<file path="config.mk">
export PLATFORM = sky130hd
export DESIGN_NAME = i2s_tx_serializer_flat
export DESIGN_NICKNAME = d
export VERILOG_FILES = /design/src/rtl/i2s_tx_serializer_if.sv /design/src/rtl/i2s_tx_serializer.sv /design/src/flat_wrapper.sv
export SDC_FILE = /design/constraint.sdc
export NUM_CORES = 1
export LEC_CHECK = 0
export BUFFER_PORTS_ARGS = -buffer_cell sky130_fd_sc_hd__buf_2
export CORE_ASPECT_RATIO = 0.5
export CORE_MARGIN = 2
export CORE_UTILIZATION = 40
export DETAILED_ROUTE_END_ITERATION = 10
export PLACE_DENSITY = 0.62
export SLEW_MARGIN = 10
export SYNTH_ARGS = -nofsm -noshare
export SYNTH_HDL_FRONTEND = slang
export SYNTH_SLANG_ARGS = --single-unit
</file>
<file path="constraint.sdc">
create_clock -name clk -period 5.2 [get_ports clk]
set_input_delay 0.26 -clock clk [delete_from_list [all_inputs] [get_ports clk]]
set_output_delay 0.26 -clock clk [all_outputs]
set_load 0.01 [all_outputs]
</file>
<file path="src/rtl/i2s_tx_serializer_if.sv">
// Sample handshake bundle between the upstream PCM source and the I2S serializer.
interface i2s_tx_serializer_if #(
    parameter int DATA_W = 24
);
    logic [DATA_W-1:0] sample_l;
    logic [DATA_W-1:0] sample_r;
    logic              sample_valid;
    logic              sample_ready;

    modport master (
        output sample_l,
        output sample_r,
        output sample_valid,
        input  sample_ready
    );

    modport slave (
        input  sample_l,
        input  sample_r,
        input  sample_valid,
        output sample_ready
    );
endinterface

</file>
<file path="src/rtl/i2s_tx_serializer.sv">
// Philips-format stereo I2S transmitter with a one-frame holding buffer,
// valid/ready sample intake and underrun detection.
module i2s_tx_serializer #(
    parameter int DATA_W  = 24,
    parameter int SLOT_W  = 32,
    parameter int BCK_DIV = 4
) (
    input  logic               clk,
    input  logic               resetb,
    input  logic               ena,
    i2s_tx_serializer_if.slave smp,
    output logic               i2s_bck,
    output logic               i2s_ws,
    output logic               i2s_d0,
    output logic               underrun,
    output logic [7:0]         underrun_cnt
);
    localparam int DIV_W = (BCK_DIV > 2) ? $clog2(BCK_DIV) : 1;
    localparam int BIT_W = $clog2(2 * SLOT_W);

    localparam logic [DIV_W-1:0] DIV_LAST = DIV_W'(BCK_DIV - 1);
    localparam logic [DIV_W-1:0] DIV_HALF = DIV_W'(BCK_DIV / 2);
    localparam logic [BIT_W-1:0] BIT_LAST = BIT_W'(2 * SLOT_W - 1);
    localparam logic [BIT_W-1:0] WS_LO    = BIT_W'(SLOT_W - 1);
    localparam logic [BIT_W-1:0] WS_HI    = BIT_W'(2 * SLOT_W - 2);
    localparam logic [BIT_W-1:0] SLOT     = BIT_W'(SLOT_W);
    localparam logic [BIT_W-1:0] DW       = BIT_W'(DATA_W);

    // PRIME covers the span up to the first frame boundary after reset/enable,
    // which loads the buffer but never reports an underrun.
    typedef enum logic {
        ST_PRIME,
        ST_RUN
    } state_t;

    state_t            state;
    state_t            state_next;
    logic              flag_underrun;

    logic [DIV_W-1:0]  div_cnt;
    logic [DIV_W-1:0]  div_next;
    logic [BIT_W-1:0]  bit_cnt;
    logic [BIT_W-1:0]  bit_next;
    logic              fall;
    logic              boundary;
    logic              take;

    logic              hold_empty;
    logic [DATA_W-1:0] hold_l;
    logic [DATA_W-1:0] hold_r;
    logic [DATA_W-1:0] frame_l;
    logic [DATA_W-1:0] frame_r;
    logic [DATA_W-1:0] frame_l_next;
    logic [DATA_W-1:0] frame_r_next;

    logic [BIT_W-1:0]  pos;
    logic [DATA_W-1:0] word;
    logic              ws_next;
    logic              d0_next;

    assign smp.sample_ready = hold_empty;

    // Frame-state register: returns to PRIME on reset or while disabled.
    always_ff @(posedge clk or negedge resetb) begin
        if (!resetb) begin
            state <= ST_PRIME;
        end else if (!ena) begin
            state <= ST_PRIME;
        end else begin
            state <= state_next;
        end
    end

    // Frame-state transitions and underrun decision at each frame boundary.
    always_comb begin
        state_next    = state;
        flag_underrun = 1'b0;
        case (state)
            ST_PRIME: begin
                if (boundary) begin
                    state_next = ST_RUN;
                end
            end
            ST_RUN: begin
                if (boundary && hold_empty) begin
                    flag_underrun = 1'b1;
                end
            end
            default: state_next = ST_PRIME;
        endcase
    end

    // Divider, bit counter, frame reload and next serial bit, all evaluated
    // against post-edge values so ws/d0 land on the same edge bck falls.
    always_comb begin
        fall     = (div_cnt == DIV_LAST);
        div_next = fall ? '0 : div_cnt + DIV_W'(1);
        boundary = fall && (bit_cnt == BIT_LAST);
        bit_next = bit_cnt;
        if (fall) begin
            bit_next = boundary ? '0 : bit_cnt + BIT_W'(1);
        end
        take = smp.sample_valid && hold_empty;

        frame_l_next = frame_l;
        frame_r_next = frame_r;
        if (boundary) begin
            frame_l_next = hold_empty ? '0 : hold_l;
            frame_r_next = hold_empty ? '0 : hold_r;
        end

        ws_next = (bit_next >= WS_LO) && (bit_next <= WS_HI);
        if (bit_next < SLOT) begin
            pos  = bit_next;
            word = frame_l_next;
        end else begin
            pos  = bit_next - SLOT;
            word = frame_r_next;
        end
        word    = word << pos;
        d0_next = (pos < DW) ? word[DATA_W-1] : 1'b0;
    end

    // Serializer datapath and holding buffer; disabling acts as a sync reset.
    always_ff @(posedge clk or negedge resetb) begin
        if (!resetb) begin
            div_cnt    <= '0;
            bit_cnt    <= '0;
            i2s_bck    <= 1'b0;
            i2s_ws     <= 1'b0;
            i2s_d0     <= 1'b0;
            underrun   <= 1'b0;
            hold_empty <= 1'b1;
            hold_l     <= '0;
            hold_r     <= '0;
            frame_l    <= '0;
            frame_r    <= '0;
        end else if (!ena) begin
            div_cnt    <= '0;
            bit_cnt    <= '0;
            i2s_bck    <= 1'b0;
            i2s_ws     <= 1'b0;
            i2s_d0     <= 1'b0;
            underrun   <= 1'b0;
            hold_empty <= 1'b1;
            hold_l     <= '0;
            hold_r     <= '0;
            frame_l    <= '0;
            frame_r    <= '0;
        end else begin
            div_cnt  <= div_next;
            bit_cnt  <= bit_next;
            i2s_bck  <= (div_next >= DIV_HALF);
            if (fall) begin
                i2s_ws <= ws_next;
                i2s_d0 <= d0_next;
            end
            frame_l  <= frame_l_next;
            frame_r  <= frame_r_next;
            underrun <= flag_underrun;
            // A full buffer blocks intake, so a boundary drain and a new
            // write can only coincide when the buffer was already empty.
            if (boundary) begin
                hold_empty <= 1'b1;
            end
            if (take) begin
                hold_l     <= smp.sample_l;
                hold_r     <= smp.sample_r;
                hold_empty <= 1'b0;
            end
        end
    end

    // Saturating underrun counter; only the hard reset clears it.
    always_ff @(posedge clk or negedge resetb) begin
        if (!resetb) begin
            underrun_cnt <= '0;
        end else if (ena && flag_underrun && (underrun_cnt != 8'hFF)) begin
            underrun_cnt <= underrun_cnt + 8'd1;
        end
    end
endmodule

</file>
<file path="src/flat_wrapper.sv">
// flat-port wrapper written by rule: the top's interface ports become plain ports
module i2s_tx_serializer_flat 
#(
    parameter int DATA_W  = 24,
    parameter int SLOT_W  = 32,
    parameter int BCK_DIV = 4
)
  (clk, resetb, ena, i2s_bck, i2s_ws, i2s_d0, underrun, underrun_cnt, smp_sample_l, smp_sample_r, smp_sample_valid, smp_sample_ready);
  i2s_tx_serializer_if #(.DATA_W(DATA_W)) smp_i ();
  input  logic clk;
  input  logic resetb;
  input  logic ena;
  output logic i2s_bck;
  output logic i2s_ws;
  output logic i2s_d0;
  output logic underrun;
  output logic [7:0] underrun_cnt;
  input wire logic [$bits(smp_i.sample_l)-1:0] smp_sample_l;
  input wire logic [$bits(smp_i.sample_r)-1:0] smp_sample_r;
  input wire logic [$bits(smp_i.sample_valid)-1:0] smp_sample_valid;
  output wire logic [$bits(smp_i.sample_ready)-1:0] smp_sample_ready;
  assign smp_i.sample_l = smp_sample_l;
  assign smp_i.sample_r = smp_sample_r;
  assign smp_i.sample_valid = smp_sample_valid;
  assign smp_sample_ready = smp_i.sample_ready;
  i2s_tx_serializer #(.DATA_W(DATA_W), .SLOT_W(SLOT_W), .BCK_DIV(BCK_DIV)) u_core (.clk(clk), .resetb(resetb), .ena(ena), .smp(smp_i), .i2s_bck(i2s_bck), .i2s_ws(i2s_ws), .i2s_d0(i2s_d0), .underrun(underrun), .underrun_cnt(underrun_cnt));
endmodule
</file>
==> Word level (Yosys, flattened, before mapping) <==
Cells that the tools add are included.
{ "classes": {"eq_ne": 6, "n_div": 0, "shift": 1, "mul": 0, "n_reduce_logical": 6, "n_lt_le_gt_ge": 5, "muxes": 32, "bitwise_logic": 0, "n_addsub": 4} }
{ "ops": {"columns": ["operator", "n"], "rows": [
  ["$mux W24", 11],
  ["$mux W6", 4],
  ["$shl A24 B6 Y24", 1],
  ["$mux W1", 15],
  ["$add A8 B1 Y8 const B", 1],
  ["$ne A8 B8 Y1 const B", 1],
  ["$add A6 B1 Y6 const B", 1],
  ["$eq A6 B6 Y1 const B", 1],
  ["$ge A6 B5 Y1 const B", 1],
  ["$le A6 B6 Y1 const B", 1],
  ["$logic_and A1 B1 Y1", 6],
  ["$lt A6 B5 Y1 const B", 1],
  ["$lt A6 B6 Y1 const B", 1],
  ["$sub A6 B6 Y6 const B", 1],
  ["$mux W2", 2],
  ["$ne A2 B1 Y1 const B", 2],
  ["$ne A3 B1 Y1 const B", 1],
  ["$add A2 B1 Y2 const B", 1],
  ["$eq A2 B2 Y1 const B", 1],
  ["$ge A2 B2 Y1 const B", 1]
]} }
{ "totals": {"ram_bits": 0, "romBits": 0, "memories": 0, "regBits": 118, "latch_bits": 0} }

==> Logic depth before layout (Yosys ltp) <==
{ "logic_depth": {"word_depth": 10, "depth_mapped": 12, "depth_no_buf": 9} }

==> Least setup slack after synthesis <==
OpenSTA, ideal clock, no wires.
{ "synth_path": {"path_type": "register -> register", "startpoint": "register u_core.bit_cnt[0]", "endpoint": "register u_core.i2s_d0", "path_slack_ns": 2.653, "t_required_ns": 5.078, "path_stages_with_launch": 12, "n_path_buf": 2, "synth_period_minus_slack_ns": 2.547, "arrival_ns": 2.425, "setup_ns": 0.122, "path_cell_list": "dfrtp_1 -> ha_1 -> nand4_4 -> or2_1 -> clkbuf_1 -> buf_2 -> a21oi_1 -> mux2i_1 -> mux4_2 -> nand2_1 -> o211ai_1 -> a32o_1"} }
{ "synth_between": {"elab_chain_len": 10} }
{ "synth_rtl": {"columns": ["element", "line", "source"], "rows": [
  ["from (decl)", "i2s_tx_serializer.sv:42", "logic [BIT_W-1:0] bit_cnt;"],
  ["from (signal assigned)", "i2s_tx_serializer.sv:152", "bit_cnt <= bit_next;"],
  ["parallel branches: the longest is 7 deep, another holds $add A6 B1 Y6", null, null],
  ["$mux W1 (*)", "i2s_tx_serializer.sv:121", "d0_next = (pos < DW) ? word[DATA_W-1] : 1'b0;"],
  ["$mux W1 (*)", "i2s_tx_serializer.sv:154", "if (fall) begin"],
  ["$mux W1 (*)", "i2s_tx_serializer.sv:138", "end else if (!ena) begin"],
  ["to (signal assigned)", "i2s_tx_serializer.sv:156", "i2s_d0 <= d0_next;"],
  ["to (decl)", "i2s_tx_serializer.sv:14", "output logic i2s_d0,"]
]} }
Mark *: on every way between the ends. The select of a mux whose other input is x is not followed.
A chain may end at the register's enable or synchronous reset.

==> Final worst setup path <==
{ "layout_path": {"startpoint": "register u_core.div_cnt[1]", "endpoint": "register u_core.i2s_d0"} }
{ "layout_between": {"elab_chain_len": 10} }
{ "layout_rtl": {"columns": ["element", "line", "source"], "rows": [
  ["from (decl)", "i2s_tx_serializer.sv:40", "logic [DIV_W-1:0] div_cnt;"],
  ["from (signal assigned)", "i2s_tx_serializer.sv:151", "div_cnt <= div_next;"],
  ["$eq A2 B2 Y1 (*)", "i2s_tx_serializer.sv:96", "fall = (div_cnt == DIV_LAST);"],
  ["$logic_and A1 B1 Y1", "i2s_tx_serializer.sv:98", "boundary = fall && (bit_cnt == BIT_LAST);"],
  ["$mux W6", "i2s_tx_serializer.sv:101", "bit_next = boundary ? '0 : bit_cnt + BIT_W'(1);"],
  ["$mux W6", "i2s_tx_serializer.sv:100", "if (fall) begin"],
  ["$sub A6 B6 Y6 / $lt A6 B6 Y1 (equally long branches)", "i2s_tx_serializer.sv:117, i2s_tx_serializer.sv:113", null],
  ["$mux W6 / $mux W24 (equally long branches)", "i2s_tx_serializer.sv:113", "if (bit_next < SLOT) begin"],
  ["$shl A24 B6 Y24 / $lt A6 B5 Y1 (equally long branches)", "i2s_tx_serializer.sv:120, i2s_tx_serializer.sv:121", null],
  ["$mux W1", "i2s_tx_serializer.sv:121", null],
  ["$mux W1", "i2s_tx_serializer.sv:154", null],
  ["$mux W1", "i2s_tx_serializer.sv:138", null]
]} }
Every way passes the cells marked *; elsewhere a longest branch is shown, timed or not. The select of a mux whose other input is x is not followed.

==> results_dict.tcl <==
set metrics [dict create \
    clockBufferDepth 2 \
    dieArea_sq_um 14590 \
    dpl_cell_area_sq_um 5848 \
    min_path_type "in2async" \
    clock-sinks 117 \
    grt-ovfl-total 0 \
    drt_wl_total_microns 12410 \
    die_h_microns 86.43 \
    cp_slowest_cell "or2_1" \
    synth_area_leader_cell "dfrtp_1" \
    ios 65 \
    rsz0062_at_grt "false" \
    startpoint_type "flop" \
    diodes 0 \
    htree_levels 4 \
    cts_hold_buf 0 \
    finalSetupViolCount 0 \
    synth.area.top_cells "dfrtp_1 53%, a22o_1 7.7%, nor2b_1 5.8%" \
    clkSlewWorstSetupHoldPaths_ns 0.06 \
    max_freq_mhz 250.5 \
    synth_fp_nets 547 \
    grt_max_degree 85 \
    grt_pass1_vias 3880 \
    final_util_pct 47.75 \
    ant_nets 0 \
    core_area_sq_um 13400 \
    yosys_warnings 0 \
    cp_max_fo 33 \
    critPathCaptureType "flop" \
    drive_gt1_share_pct 21.45 \
    yosysSeqAreaShare_pct 53.89 \
    vias_per_cell 5.288 \
    grt_pass1_wl_microns 20490 \
    path_class "reg2reg" \
    worstMarginPinSlew_ns 1.072 \
    crit_chain "ha_1 > nand4_4 > or2_1 > buf_4 > a21oi_1 > mux2i_1 > mux4_2 > nand2_1 > o211ai_1 > a32o_1" \
    drt_pass1_iterations 6 \
    final_area_sq_um 6399 \
    layout.nets 593 \
    cts_tree "done" \
    powerDensity_nw_per_um2 340.2 \
    initial_core_util_pct 40.56 \
    synth_top_cell_area_share_pct 53.41 \
    numCtsBuffers 17 \
    synthFlopType "dfrtp_1" \
    grtUsageTotal_pct 17.96 \
    syn2layout_area_growth_pct 17.73 \
    async_flop_share_pct 100.0 \
    numPortBuffers 64 \
    fin_skew_ns 0.01159 \
    ys_seq_elements 117 \
    crit_path_max_incr_delay_ns 0.76 \
    report.power.total_w 0.002177 \
    synthCells 492 \
    drtIter0Drc 262 \
    peakVddDrop_v 0.0001566 \
    cp.required_ns 5.49 \
    tns_ns 0 \
    synth_edf_count 0 \
    slew_viol_final 0 \
    die_x_microns 168.9 \
    yosysUniqueCellTypes 44 \
    cp_data_arrival_time_ns 4.28 \
    gp_congestion 0.7991 \
    drcViolationCount 0 \
    status "finished, final reports clean" \
    antenna_found_initial 0 \
    dpl.hpwl_microns 7564 \
    cts_setup_buffers 0 \
    power_leakage_nw 2.910 \
    post-route-min-period_ns 3.993 \
    fin_crit_sh_pct 76.78 \
    wl_per_cell_microns 17.09 \
    ctsRootBufferMaster "clkbuf_16" \
    clock_latency_ns 0.41 \
    instances_no_fill 726 \
    post_cts_resized 0 \
    maxCapViolCount 0 \
    synth_area_sq_um 5435 \
    syn_avg_cell_area_sq_um 11.05 \
    slew_headroom_pct 28.51 \
    dp_cells 695 \
    rows 30 \
    via_count 3839 \
    hold_viol 0 \
]
## cells in the final DEF, fill, tap and decap left out, drive strengths merged, types with 2 or more instances in the layout
master,instances
a211oi,2
a21boi,3
a21oi,47
a22o,48
a31oi,2
and2,6
and3,19
buf,69
clkbuf,19
clkinv,7
clkinvlp,3
dfrtp,116
ha,3
inv,34
mux2,9
mux2i,20
mux4,5
nand2,14
nand3,3
nand4,6
nor2,5
nor2b,50
nor4,33
xnor2,8
xor2,4
## cell usage after synthesis, types with 7 or more instances
cell,count
nor2b_1,50
a21oi_1,47
nor4_1,33
and3_1,19
clkbuf_1,30
nand2_1,14
inv_1,33
a22o_1,48
dfrtp_1,116
mux2i_1,20
xnor2_1,8
mux2_2,7
## power by group
part	leakage (nW)	internal, W	switching [W]	total, W
Sequential	1.60	0.000941	0.0000274	0.000968
Clock	0.265	0.000665	0.000419	0.00108
Combinational	1.04	0.0000524	0.0000724	0.000125
Total	2.91	0.00166	0.000519	0.00218
## registers in the layout (all words and copies together) (netlist names)
signal                   flops
u_core.div_cnt               2
u_core.state                 1
u_core.underrun              1
u_core.hold_l               24
u_core.frame_r              24
u_core.i2s_ws                1
u_core.smp.sample_ready      1
u_core.frame_l              24
u_core.bit_cnt               6
u_core.hold_r               24
u_core.i2s_d0                1
u_core.underrun_cnt          8
## layout make-up
class	instances	area [sq um]
inverters	33	123.9
fillers	1214	7002
clock buffers	19	442.9
clock inverters	12	107.6
well taps	176	220.2
multi-input cells	300	2215
repair buffers	69	360.3
flip-flops and latches	117	2929
## metal layers
metal / GRT usage (%) / vias to the layer above / wire [microns]
met2: 25.30 / 78 / 5272
li1: - / 1858 / -
met1: 26.85 / 1898 / 6526
met3: 4.932 / 5 / 553
met4: 5.564 / 0 / 57
met5: 0 / - / 0
## through the flow
step | hold slack [ns] | worst slack (ns)
finish | 0.02661 | 1.207
global route | 0.05155 | 0.9227
CTS | 0.04871 | 1.203
detailed placement | 0.4431 | 1.256
global placement | 0.4192 | 1.398
floorplan | -0.03559 | 2.653
## final timing paths
path                                    from                      end  slack (ns)  depth (start not counted)
min                                   resetb        u_core.hold_l[15]        0.03                          1
max                        u_core.div_cnt[1]            u_core.i2s_d0        1.21                         10
max in group asynchronous             resetb  u_core.smp.sample_ready        4.12                          2
min in group clk             smp_sample_l[1]         u_core.hold_l[1]        0.06                          2
min reg2reg                u_core.div_cnt[0]        u_core.div_cnt[0]        0.45                          1
max reg2reg                u_core.div_cnt[1]            u_core.i2s_d0        1.21                         10
## critical path, delay by kind of cell, from the launching register on
| kind | cells | cell delay, ns |
|---|---|---|
| AND/OR/NAND/NOR | 3 | 1.43 |
| multiplexers | 2 | 0.60 |
| AO/OA/AOI/OAI | 3 | 0.59 |
| adder cells (fa/ha/maj) | 1 | 0.51 |
| buffers and inverters | 1 | 0.39 |
| flip-flops | 1 | 0.35 |
## cell families after synthesis
group / count (synthesis) / synth area share (%)
XOR/XNOR: 12 / 1.934
adder cells (fa/ha/maj): 3 / 0.6907
buffers and inverters: 75 / 5.594
multiplexers: 34 / 7.689
AND/OR/NAND/NOR: 140 / 15.68
AO/OA/AOI/OAI: 111 / 14.53
flip-flops: 117 / 53.89
Power figures use the tool's default switching activity.
